`config.mk`:
```
export PLATFORM = sky130hd
export DESIGN_NAME = shot_tracer
export DESIGN_NICKNAME = d
export VERILOG_FILES = /design/src/rtl/shot_tracer.sv
export SDC_FILE = /design/constraint.sdc
export NUM_CORES = 1
export LEC_CHECK = 0
export CAP_MARGIN = 20
export CORE_MARGIN = 3
export CORE_UTILIZATION = 52
export CTS_CLUSTER_SIZE = 24
export DETAILED_ROUTE_END_ITERATION = 8
export HOLD_SLACK_MARGIN = 0.08
export PLACE_DENSITY_LB_ADDON = 0.05
export SLEW_MARGIN = 40
export SYNTH_ARGS = -nofsm -noshare
export SYNTH_HDL_FRONTEND = slang
export SYNTH_SLANG_ARGS = --single-unit
```
`constraint.sdc`:
```
create_clock -name clk -period 6.01 [get_ports clk]
set_clock_uncertainty 0.15 [all_clocks]
set_input_delay 0.9015 -clock clk [delete_from_list [all_inputs] [get_ports clk]]
set_output_delay 0.9015 -clock clk [all_outputs]
set_load 0.01 [all_outputs]
```
`src/rtl/shot_tracer.sv`:
```
// shot_tracer: launches a projectile on a fire request and walks it across the
// 32-column playfield with an integer Bresenham line. The projectile advances
// one cell per step tick. A one-cycle hit pulse marks the target cell, and a
// one-cycle miss pulse marks the shot leaving the grid.
//
// Ports:
//   clk, reset         clock and asynchronous active-high reset
//   fire, step         launch request and advance tick
//   x_pos, run, rise   launch column and slope magnitudes
//   dir                1 = x increasing, 0 = x decreasing
//   target_x/target_y  target cell, sampled live on every step
//   shot_x/shot_y      current or final projectile cell
//   shot_active        projectile in flight
//   hit, miss          one-cycle result pulses
module shot_tracer #(
  parameter int unsigned ROWS = 16,
  parameter int unsigned Y_W  = 4
) (
  input  logic           clk,
  input  logic           reset,
  input  logic           fire,
  input  logic           step,
  input  logic [4:0]     x_pos,
  input  logic [4:0]     run,
  input  logic [4:0]     rise,
  input  logic           dir,
  input  logic [4:0]     target_x,
  input  logic [Y_W-1:0] target_y,
  output logic [4:0]     shot_x,
  output logic [Y_W-1:0] shot_y,
  output logic           shot_active,
  output logic           hit,
  output logic           miss
);

  localparam int unsigned X_W   = 5;
  localparam int unsigned ACC_W = 6;
  localparam int unsigned XE_W  = X_W + 2;  // room for -1 and 32
  localparam int unsigned YE_W  = Y_W + 1;  // room for ROWS

  typedef enum logic {IDLE, FLY} state_t;

  state_t           state_q;
  logic [X_W-1:0]   x_q;
  logic [Y_W-1:0]   y_q;
  logic [ACC_W-1:0] acc_q;
  logic [X_W-1:0]   dx_q;
  logic [X_W-1:0]   dy_q;
  logic             sx_q;
  logic             active_q;
  logic             hit_q;
  logic             miss_q;

  logic [XE_W-1:0]  x_mv_d;
  logic [YE_W-1:0]  y_inc_d;
  logic             x_major_d;
  logic [ACC_W-1:0] acc_sum_d;
  logic [ACC_W-1:0] major_d;
  logic             carry_d;
  logic [ACC_W-1:0] acc_d;
  logic [XE_W-1:0]  nx_d;
  logic [YE_W-1:0]  ny_d;
  logic             oob_d;
  logic             on_tgt_d;

  // Candidate next cell from one Bresenham step.
  always_comb begin
    x_mv_d    = sx_q ? (XE_W'(x_q) + XE_W'(1)) : (XE_W'(x_q) - XE_W'(1));
    y_inc_d   = YE_W'(y_q) + YE_W'(1);
    x_major_d = (dx_q > dy_q);
    major_d   = x_major_d ? ACC_W'(dx_q) : ACC_W'(dy_q);
    acc_sum_d = acc_q + (x_major_d ? ACC_W'(dy_q) : ACC_W'(dx_q));
    carry_d   = (acc_sum_d >= major_d);
    acc_d     = carry_d ? (acc_sum_d - major_d) : acc_sum_d;
    nx_d      = (x_major_d || carry_d) ? x_mv_d : XE_W'(x_q);
    ny_d      = (!x_major_d || carry_d) ? y_inc_d : YE_W'(y_q);
    // Any bit above the column field means the column went below 0 or above 31.
    oob_d     = (nx_d[XE_W-1:X_W] != '0) || (ny_d > YE_W'(ROWS - 1));
    on_tgt_d  = (nx_d[X_W-1:0] == target_x) && (ny_d[Y_W-1:0] == target_y);
  end

  // Launch/flight control with registered outputs.
  always_ff @(posedge clk or posedge reset) begin
    if (reset) begin
      state_q  <= IDLE;
      x_q      <= '0;
      y_q      <= '0;
      acc_q    <= '0;
      dx_q     <= '0;
      dy_q     <= '0;
      sx_q     <= 1'b0;
      active_q <= 1'b0;
      hit_q    <= 1'b0;
      miss_q   <= 1'b0;
    end else begin
      hit_q  <= 1'b0;
      miss_q <= 1'b0;
      case (state_q)
        IDLE: begin
          // A zero slope has no direction, so that fire request is dropped.
          if (fire && ((run != '0) || (rise != '0))) begin
            dx_q     <= run;
            dy_q     <= rise;
            sx_q     <= dir;
            x_q      <= x_pos;
            y_q      <= '0;
            acc_q    <= '0;
            active_q <= 1'b1;
            state_q  <= FLY;
          end
        end
        FLY: begin
          if (step) begin
            if (oob_d) begin
              // Hold the last in-bounds cell for the renderer.
              miss_q   <= 1'b1;
              active_q <= 1'b0;
              state_q  <= IDLE;
            end else if (on_tgt_d) begin
              x_q      <= nx_d[X_W-1:0];
              y_q      <= ny_d[Y_W-1:0];
              hit_q    <= 1'b1;
              active_q <= 1'b0;
              state_q  <= IDLE;
            end else begin
              x_q   <= nx_d[X_W-1:0];
              y_q   <= ny_d[Y_W-1:0];
              acc_q <= acc_d;
            end
          end
        end
        default: state_q <= IDLE;
      endcase
    end
  end

  assign shot_x      = x_q;
  assign shot_y      = y_q;
  assign shot_active = active_q;
  assign hit         = hit_q;
  assign miss        = miss_q;

endmodule

```
==> metrics.yaml <==
outcome:
  status: "finished clean"
die:
  std_cell_rows: 24
  initial_core_util_pct: 55.7
  coreArea_sq_mm: 0.00450
  ios: 41
  dieArea_sq_mm: 0.00570
  die_w_um: 75.5
  die_h_um: 75.5
clocking:
  clock_latency_ps: 290
  root_buffer: "clkbuf_8"
  path_clk_slew_ps: 70
  cts_htree_levels: 2
  clock-sinks: 30
  cts_buffers: 5
  tritoncts: "yes"
  cts_buffer_depth: 2
critical_path:
  crit_path_frequent_cell: "o21ai_0"
  startpoint_type: "flip-flop"
  r2r_slack_ps: 490
  crit_start: "dx_q[2]$_DFFE_PP0P_"
  reg2reg_from: "dx_q[2]$_DFFE_PP0P_"
  cp_max_fo: 10
  max_stage_delay_ps: 540
  path_cells: "ha_1 > o21ai_0 > a21oi_1 > o31a_1 > o21ai_0 > ha_1 > inv_1 > fa_1 > inv_1 > a21o_1 > a21oi_1 > xnor2_1 > ha_1 > o21ai_0 > o21ai_0 > a21oi_4 > or4_1 > o21ai_1 > or3b_1 > a311o_1"
  r2r_cells: 20
  worstPathRequired_ps: 6030
  regToRegEndpoint: "state_q$_DFF_PP0_"
  end_kind: "flip-flop"
  cp_data_arrival_time_ps: 5540
  slowest_stage: "or4_1"
  path_class: "flip-flop to flip-flop"
  endpoint: "state_q$_DFF_PP0_"
sta:
  min_period_over_period_pct: 91.9
  slew_violations: 0
  finalSetupTns_ps: 0
  max_slew_margin_pct: 52.6
  max_freq_ghz: 0.181
  worst_pin_slew_ps: 711
  period_minus_slack_ps: 5520
  grt_setup_unrepaired: "false"
  setup_viol: 0
  hold_viol: 0
logic_synthesis:
  ys_warn_count: 0
  synth_edf_count: 0
  ys_seq_elements: 30
  avgSynthCellArea_sq_um: 8.71
  synth_area_leaders: "dfrtp_1 (30%), ha_1 (9.5%), mux2_2 (5.8%)"
  synth_top_cell_by_area: "dfrtp_1"
  netlist_area_sq_mm: 0.00251
  ys.flop_type: "dfrtp_1"
  async_flop_share_pct: 100
  yosysSeqAreaShare_pct: 29.9
  syn_nets: 338
  synthCells: 288
  ys_types: 51
  synth_top_area_share_pct: 29.9
route:
  drcViolationCount: 0
  wl_per_cell_um: 16.0
  dr_wl_met3_um: 344
  vias: 2284
  wirelength_mm: 6.16
  route.met2.wl_mm: 2.64
  drt_iter0_markers: 162
  ant_nets: 0
  via_per_inst: 5.93
  drt-met1-wl_mm: 3.10
  first_pass_iters: 4
  routed.top_layer: "met4"
finish:
  fin_nets: 382
  antennaDiodeCount: 0
  regArea_sq_um: 751
  area_growth_syn_to_layout_pct: 24.8
  drive_gt1_share_pct: 10.5
  fillers: 375
  multi_input_area_sq_mm: 0.00167
global_routing:
  grt.overflow.total: 0
  grt_max_degree: 31
  grt_usage_pct: 22.4
  antenna_found_initial: 0
  grt_pass1_wl_mm: 9.74
  grt_pass1_vias: 2027
flow_run:
  cap_viol_max_count: 0
placed_design:
  hpwl_mm: 4.67
  gp_congestion: 0.898
  port_buffers: 40
worst_hold_path:
  min_path_cells: 1
  min_path_type: "flip-flop to flip-flop"
[cells in the final DEF (no fill, tap or decap), types with 2 or more instances in the layout]
master and n:
o32ai_1 2, inv_1 19, bufinv_16 2, a31oi_1 4, nor2_1 18, a211o_1 2
dfrtp_1 30, a211oi_1 3, nor3_1 7, o22ai_1 2, a21o_1 7, ha_1 19
fa_1 2, nand2b_1 2, o21ai_0 22, a21oi_1 25, or4_1 2, o211ai_1 2
and3_1 7, o21ai_1 3, nand3_1 9, a22o_1 2, clkbuf_8 6, nand2_1 18
nand4_1 2, xnor2_1 13, o31a_1 2, nor4_1 3, mux2_2 13, o2bb2ai_1 5
nor2b_1 5, o22a_1 4, mux2i_1 2, xor2_1 5, clkdlybuf4s50_1 40, buf_4 5
[critical path, delay by kind of cell, from the launching register on]
family / cells / cell delay (ps)
buffers and inverters: 2 / 120
XOR/XNOR: 1 / 150
AO/OA/AOI/OAI: 11 / 2330
AND/OR/NAND/NOR: 2 / 950
flip-flops: 1 / 430
adder cells (fa/ha/maj): 4 / 1270
[kinds of logic after synthesis]
logic type | share of synthesized area [%]
adder cells (fa/ha/maj) | 11.1
flip-flops | 29.9
AO/OA/AOI/OAI | 25.6
multiplexers | 6.63
AND/OR/NAND/NOR | 16.5
buffers and inverters | 4.04
XOR/XNOR | 6.28
[layout make-up]
class,instances,share of cell area (%)
inverters,19,2.28
flip-flops and latches,30,24.0
repair buffers,45,14.0
multi-input cells,231,53.2
clock inverters,2,1.92
clock buffers,6,2.64
well taps,52,2.08
[synth_stat cells, types with 2 or more instances]
cell type / count
and3_1: 7
o22ai_1: 2
mux2_2: 13
fa_1: 2
a21oi_1: 25
nor4_1: 3
a22o_1: 2
nor3_1: 7
clkbuf_1: 8
o211ai_1: 2
o32ai_1: 2
o21ai_0: 22
mux2i_1: 2
nand2b_1: 2
a211oi_1: 3
o31a_1: 2
xnor2_1: 13
a31oi_1: 4
inv_1: 19
ha_1: 19
a21o_1: 7
o22a_1: 4
nor2b_1: 5
o2bb2ai_1: 5
nor2_1: 18
a211o_1: 2
o21ai_1: 3
nand2_1: 18
nand4_1: 2
a21oi_2: 2
xor2_1: 5
or4_1: 2
dfrtp_1: 30
nand3_1: 9
[state kept, by name, summed over array words and instances, names as in the netlist]
register	flops
acc_q	6
dx_q	5
dy_q	5
shot_x	5
shot_y	4
hit	1
miss	1
shot_active	1
state_q	1
sx_q	1
[stage by stage]
step	utilization [%]	instances	instance area [sq um]	worst slack, ps	hold WS [ps]
3_3_place_gp	65.7	374	2960	633	332
4_1_cts	68.9	382	3100	377	354
3_5_place_dp	65.7	374	2960	418	339
2_1_floorplan	-	288	2510	478	312
5_1_grt	69.6	385	3130	90.6	364
6_report	69.6	385	3130	485	349
[what timing repair did]
action                                  4_1_cts  5_1_grt
setup buffers                                 0        3
hold buffers                                  0        0
endpoints found under the setup margin        0        7
resized for setup                             0        1
[how the worst min path moves through the flow]
stage / start / end / slack (ps)
after global placement: acc_q[4]$_DFFE_PP0P_ / acc_q[4]$_DFFE_PP0P_ / 330
after floorplan: acc_q[2]$_DFFE_PP0P_ / acc_q[2]$_DFFE_PP0P_ / 310
final: acc_q[2]$_DFFE_PP0P_ / acc_q[2]$_DFFE_PP0P_ / 350
after CTS: acc_q[4]$_DFFE_PP0P_ / acc_q[4]$_DFFE_PP0P_ / 350
after global routing: acc_q[4]$_DFFE_PP0P_ / acc_q[4]$_DFFE_PP0P_ / 360
after detailed placement: acc_q[4]$_DFFE_PP0P_ / acc_q[4]$_DFFE_PP0P_ / 340
[layer usage]
layer / vias to the layer above / track usage, %
met5: - / 0
met4: 0 / 5.24
met3: 9 / 4.09
met2: 74 / 32.8
met1: 1052 / 34.1
li1: 1149 / -
Power is left out: the tool's default activity adds up to more than one toggle a clock period on the data nets, which glitch-free logic cannot reach.
